File: config.mk
export PLATFORM = sky130hd
export DESIGN_NAME = div_unit
export DESIGN_NICKNAME = d
export VERILOG_FILES = /design/src/rtl/div_unit_pkg.sv /design/src/rtl/div_unit.sv
export SDC_FILE = /design/constraint.sdc
export NUM_CORES = 1
export LEC_CHECK = 0
export ABC_AREA = 1
export BUFFER_PORTS_ARGS = -buffer_cell sky130_fd_sc_hd__buf_2
export CORE_MARGIN = 4
export CORE_UTILIZATION = 40
export CTS_CLUSTER_SIZE = 20
export DETAILED_ROUTE_END_ITERATION = 12
export PLACE_DENSITY = 0.58
export SLEW_MARGIN = 20
export SYNTH_ARGS = -nofsm -noshare
export SYNTH_HDL_FRONTEND = slang
export SYNTH_SLANG_ARGS = --single-unit
File: constraint.sdc
create_clock -name clk -period 14.39 [get_ports clk]
set_input_delay 3.5975 -clock clk [delete_from_list [all_inputs] [get_ports clk]]
set_output_delay 3.5975 -clock clk [all_outputs]
set_load 0.005 [all_outputs]
File: src/rtl/div_unit_pkg.sv
// Shared types and constants for the iterative radix-2 divider.
// State encodings match the pipeline's DivFree/DivByZero/DivOn/DivEnd values.
package div_unit_pkg;

  localparam int CNT_W = 5;
  localparam logic [CNT_W-1:0] LAST_STEP = 5'd31;

  typedef enum logic [1:0] {
    DIV_FREE   = 2'b00,
    DIV_BYZERO = 2'b01,
    DIV_ON     = 2'b10,
    DIV_END    = 2'b11
  } div_state_e;

endpackage

File: src/rtl/div_unit.sv
// Iterative 32-bit restoring divider for DIV/DIVU in EX.
// result_o = {remainder, quotient}; one quotient bit per cycle.
module div_unit
  import div_unit_pkg::*;
#(
  parameter int DATA_W = 32
) (
  input  logic                  clk,
  input  logic                  rst,
  input  logic                  signed_div_i,
  input  logic [DATA_W-1:0]     opdata1_i,
  input  logic [DATA_W-1:0]     opdata2_i,
  input  logic                  start_i,
  input  logic                  annul_i,
  output logic [2*DATA_W-1:0]   result_o,
  output logic                  ready_o
);

  function automatic logic [DATA_W-1:0] neg(input logic [DATA_W-1:0] v);
    return (~v) + DATA_W'(1);
  endfunction

  div_state_e            r_state, w_state_nxt;
  logic [CNT_W-1:0]      r_cnt, w_cnt_nxt;
  logic [2*DATA_W:0]     r_work, w_work_nxt;
  logic [DATA_W-1:0]     r_divisor, w_divisor_nxt;
  logic                  r_signed, w_signed_nxt;
  logic                  r_sign1, w_sign1_nxt;
  logic                  r_sign2, w_sign2_nxt;
  logic [2*DATA_W-1:0]   r_result, w_result_nxt;
  logic                  r_ready, w_ready_nxt;

  logic [DATA_W-1:0]     w_mag1, w_mag2;
  logic [DATA_W+1:0]     w_part;
  logic                  w_ge;
  logic [DATA_W:0]       w_diff;
  logic [2*DATA_W:0]     w_step;
  logic [DATA_W-1:0]     w_quo_fix, w_rem_fix;

  assign w_mag1 = (signed_div_i && opdata1_i[DATA_W-1]) ? neg(opdata1_i) : opdata1_i;
  assign w_mag2 = (signed_div_i && opdata2_i[DATA_W-1]) ? neg(opdata2_i) : opdata2_i;

  // Trial subtract of {rem, quo msb} against the divisor; rem never exceeds 32 bits,
  // so the top work bit only participates in the compare.
  assign w_part = r_work[2*DATA_W:DATA_W-1];
  assign w_ge   = w_part >= {2'b00, r_divisor};
  assign w_diff = w_part[DATA_W:0] - {1'b0, r_divisor};
  assign w_step = w_ge ? {w_diff, r_work[DATA_W-2:0], 1'b1}
                       : {r_work[2*DATA_W-1:0], 1'b0};

  assign w_quo_fix = (r_signed && (r_sign1 ^ r_sign2)) ? neg(w_step[DATA_W-1:0])
                                                       : w_step[DATA_W-1:0];
  assign w_rem_fix = (r_signed && r_sign1) ? neg(w_step[2*DATA_W-1:DATA_W])
                                           : w_step[2*DATA_W-1:DATA_W];

  always_comb begin
    w_state_nxt   = r_state;
    w_cnt_nxt     = r_cnt;
    w_work_nxt    = r_work;
    w_divisor_nxt = r_divisor;
    w_signed_nxt  = r_signed;
    w_sign1_nxt   = r_sign1;
    w_sign2_nxt   = r_sign2;
    w_result_nxt  = r_result;
    w_ready_nxt   = r_ready;
    case (r_state)
      DIV_FREE: begin
        w_ready_nxt  = 1'b0;
        w_result_nxt = '0;
        if (start_i && !annul_i) begin
          if (opdata2_i == '0) begin
            w_state_nxt = DIV_BYZERO;
          end else begin
            w_state_nxt   = DIV_ON;
            w_cnt_nxt     = '0;
            w_work_nxt    = {{(DATA_W+1){1'b0}}, w_mag1};
            w_divisor_nxt = w_mag2;
            w_signed_nxt  = signed_div_i;
            w_sign1_nxt   = opdata1_i[DATA_W-1];
            w_sign2_nxt   = opdata2_i[DATA_W-1];
          end
        end
      end
      DIV_BYZERO: begin
        if (annul_i) begin
          w_state_nxt = DIV_FREE;
        end else begin
          w_state_nxt = DIV_END;
          w_work_nxt  = '0;
        end
      end
      DIV_ON: begin
        if (annul_i) begin
          w_state_nxt = DIV_FREE;
        end else begin
          w_cnt_nxt = r_cnt + CNT_W'(1);
          if (r_cnt == LAST_STEP) begin
            w_state_nxt = DIV_END;
            w_work_nxt  = {1'b0, w_rem_fix, w_quo_fix};
          end else begin
            w_work_nxt  = w_step;
          end
        end
      end
      DIV_END: begin
        w_ready_nxt  = 1'b1;
        w_result_nxt = r_work[2*DATA_W-1:0];
        if (!start_i) w_state_nxt = DIV_FREE;
      end
      default: w_state_nxt = DIV_FREE;
    endcase
  end

  always_ff @(posedge clk or posedge rst) begin
    if (rst) begin
      r_state   <= DIV_FREE;
      r_cnt     <= '0;
      r_work    <= '0;
      r_divisor <= '0;
      r_signed  <= 1'b0;
      r_sign1   <= 1'b0;
      r_sign2   <= 1'b0;
      r_result  <= '0;
      r_ready   <= 1'b0;
    end else begin
      r_state   <= w_state_nxt;
      r_cnt     <= w_cnt_nxt;
      r_work    <= w_work_nxt;
      r_divisor <= w_divisor_nxt;
      r_signed  <= w_signed_nxt;
      r_sign1   <= w_sign1_nxt;
      r_sign2   <= w_sign2_nxt;
      r_result  <= w_result_nxt;
      r_ready   <= w_ready_nxt;
    end
  end

  assign result_o = r_result;
  assign ready_o  = r_ready;

endmodule
==> reports/metrics.csv <==
stage;metric;value;unit
status;outcome;finished, final reports clean;
timing;Slew Limit Fails;0;
timing;Worst-Margin Slew;1.05;ns
route;drt drc;0;
clocking;post-CTS setup buffer count;0;
route;M1 WL;19200;µm
route;Detailed Routing Iterations Pass 1;5;
grt;initial antenna violation count;0;
pwr;Switch Pwr;1.09;mW
floorplan;die span in y;190;µm
clocking;Root Buffer;clkbuf_16;
timing;f_max;0.158;GHz
min_path;worst hold path class;flip-flop to flip-flop;
setup_path;Slowest-stage cell, CP;inv_2;
floorplan;FP Rows;66;
clocking;clock buffer depth;2;
clocking;hold buffers post-CTS;0;
timing;Finish-stage setup viols;0;
placement;dpl hpwl;31100;µm
clocking;CTS tree;yes;
logic_synthesis;share of the synthesized area in the top cell type;32.5;%
route;drt total wl;40400;µm
timing;part of the cycle the worst path needs;44.0;%
clocking;CTS buffer count;17;
run;maxcap violations;0;
placement;GP Congestion;0.938;
floorplan;die area;36100;µm²
logic_synthesis;top post-synthesis cells by area;dfrtp_1, nand2_1, inv_1;
placement;# port buffers;133;
logic_synthesis;Post-synth EDFFs;0;
logic_synthesis;Synth warnings;0;
route;highest routed metal layer;met4;
setup_path;critical-path cell list;buf_2 -> inv_1 -> ha_1 -> nand4_1 -> nor3_2 -> nand4_1 -> nor2_1 -> nand2_1 -> o211ai_1 -> nor3_4 -> buf_4 -> inv_2 -> nor2_1 -> a22oi_1;
timing;Slew headroom;30.0;%
logic_synthesis;Cell variety after synth;57;
pwr;Peak VDD IR;0.000155;V
pwr;Gate power share;50.1;%
grt;All-Layer GR Usage;22.5;%
pwr;Power Dens Cells;153;nW/µm²
setup_path;CP top delay family;buffers and inverters;
placement;DP Area;14300;µm²
cells_and_area;# nets final;2255;
setup_path;Worst setup EP type;flip-flop;
timing;Setup TNS Final;0;ns
timing;min Tclk post-route;6.34;ns
setup_path;slowest stage delay, CP;0.83;ns
pwr;switch share;47.9;%
logic_synthesis;Synth area leader;dfrtp_1;
floorplan;Initial Utilization;40.6;%
clocking;CTS sink count;172;
pwr;Tot Pwr;2.27;mW
route;Detailed Route Iter0 Violations;870;
setup_path;R2R Setup Slk;9.50;ns
pwr;Seq pwr share;29.8;%
route;met2 WL post-DR;18900;µm
clocking;Worst-path clk slew;0.07;ns
setup_path;Worst Path Arrival;6.69;ns
logic_synthesis;Post-Synthesis Cells;2042;
route;via count;13000;
logic_synthesis;Mean Syn Cell Area;6.48;µm²
logic_synthesis;Synth Flop Type;dfrtp_1;
route;metal3 WL;1770;µm
setup_path;CP Buf/Inv Count;4;
grt;GRT overflow;0;
logic_synthesis;Cell Area, Synth;13200;µm²
cells_and_area;layout cell share with drive strength beyond 1;11.3;%
pwr;internal power;1.18;mW
pwr;leak pwr;8.10;nW
floorplan;Core ar.;32600;µm²
timing;unrepaired setup endpoints after global routing;false;
route;antenna viol nets, final;0;
route;Vias per Instance;4.99;
pwr;clock power share;20.2;%
route;Avg WL per Cell;15.6;µm
logic_synthesis;Synthesized Nets;2154;
clocking;H-tree levels;4;
setup_path;crit-path max FO;53;
logic_synthesis;Synth Register Bits;172;
floorplan;Ports;134;
setup_path;Critical Path RT;14.74;ns
floorplan;die width;190;µm
cells_and_area;P&R area growth vs syn;12.0;%
grt;number of global-route vias before repair;12400;
setup_path;Critical Path Source Type;input pin;
logic_synthesis;Post-synth ARST share;100;%
cells_and_area;ANT cells;0;
clocking;CTS resizes;0;
cells_and_area;final non-filler cell area;14800;µm²
grt;largest net degree at the start of global routing;78;
timing;clk_skew;0.0124;ns
grt;first-pass GRT wire length;65200;µm
timing;Final Hold Fails;0;
setup_path;Setup Crit Path Kind;input pin to flip-flop;
clocking;clock latency on the worst-skew pair;0.44;ns
logic_synthesis;sequential fraction of the synthesis area;32.5;%
## placed cells by master (no fill, tap or decap), drive strengths merged, types with 12 or more instances in the layout
| master | Yosys | routed |
|---|---|---|
| a21oi | 55 | 55 |
| a22oi | 13 | 13 |
| buf | 20 | 145 |
| clkbuf | 43 | 22 |
| dfrtp | 172 | 172 |
| ha | 42 | 42 |
| inv | 295 | 298 |
| nand2 | 663 | 663 |
| nand3 | 162 | 162 |
| nand3b | 18 | 18 |
| nand4 | 19 | 19 |
| nor2 | 200 | 200 |
| nor3 | 31 | 31 |
| o21ai | 177 | 177 |
| o22ai | 12 | 12 |
| xor2 | 51 | 51 |
## cells in the mapped netlist (all sizes together), types with 5 or more instances
cell type / instances
xor2: 51
nand4: 19
nor3: 31
a31oi: 6
o31ai: 7
inv: 295
a21boi: 5
nand3: 162
o21ai: 177
xnor2: 11
o211ai: 6
nand3b: 18
buf: 20
a21oi: 55
dfrtp: 172
a22oi: 13
o22ai: 12
ha: 42
nor2: 200
nand2: 663
clkbuf: 43
## power groups by stage
stage / clock network, mW / logic, mW / registers (mW)
after floorplan: 0 / 0.832 / 0.666
after global placement: 0 / 1.12 / 0.680
after CTS: 0.466 / 1.14 / 0.674
final: 0.457 / 1.13 / 0.675
after detailed placement: 0 / 1.14 / 0.683
after global routing: 0.487 / 1.29 / 0.690
## flip-flops by register name (all words and copies together) (netlist names)
register   cells
r_state        2
r_divisor     32
r_sign2        1
r_sign1        1
result_o      64
r_signed       1
r_cnt          5
ready_o        1
r_work        65
## kinds of logic after synthesis
family | synth area share [%]
adder cells (fa/ha/maj) | 4.12
buffers and inverters | 10.7
AND/OR/NAND/NOR | 35.9
XOR/XNOR | 4.10
AO/OA/AOI/OAI | 12.7
flip-flops | 32.5
## layer usage
layer | up-vias | global-route usage, %
li1 | 6703 | -
met1 | 5946 | 31.3
met5 | - | 0
met3 | 33 | 2.83
met4 | 0 | 4.54
met2 | 292 | 37.8
## metrics by stage
step	util, %	hold WS (ns)	setup slack [ns]	instances
after global routing	45.5	0.502	7.84	2598
final	45.5	0.477	8.05	2598
after floorplan	-	0.453	6.13	2042
after CTS	45.5	0.483	8.06	2598
after detailed placement	43.7	0.465	7.59	2566
after global placement	43.7	0.460	7.69	2566
## cell type report
class | instances | area (µm²)
Clock buffer | 22 | 484
Clock inverter | 10 | 82.6
Inverter | 296 | 1120
Timing Repair Buffer | 145 | 756
Sequential cell | 172 | 4300
Tap cell | 442 | 553
Multi-Input combinational cell | 1511 | 7530
Fill cell | 3486 | 17800
## worst register-to-register path: cells and delay by family (launching register included)
| family | cells | cell delay [ns] |
|---|---|---|
| adder cells (fa/ha/maj) | 2 | 0.67 |
| AND/OR/NAND/NOR | 19 | 2.99 |
| AO/OA/AOI/OAI | 3 | 0.36 |
| flip-flops | 1 | 0.50 |
| buffers and inverters | 1 | 0.28 |
## path summary, 6_finish.rpt
kind	from	to	cells past startpoint
worst max-delay path	opdata2_i[1]	r_work[23]$_DFFE_PP0P_	14
worst min register to register	result_o[11]$_DFFE_PP0P_	result_o[11]$_DFFE_PP0P_	2
max in group asynchronous	rst	result_o[61]$_DFFE_PP0P_	3
worst max register to register	r_work[51]$_DFFE_PP0P_	r_work[30]$_DFFE_PP0P_	25
worst min-delay path	result_o[11]$_DFFE_PP0P_	result_o[11]$_DFFE_PP0P_	2
min in group asynchronous	rst	result_o[26]$_DFFE_PP0P_	2
No activity file was read; power rests on OpenSTA's default activity.
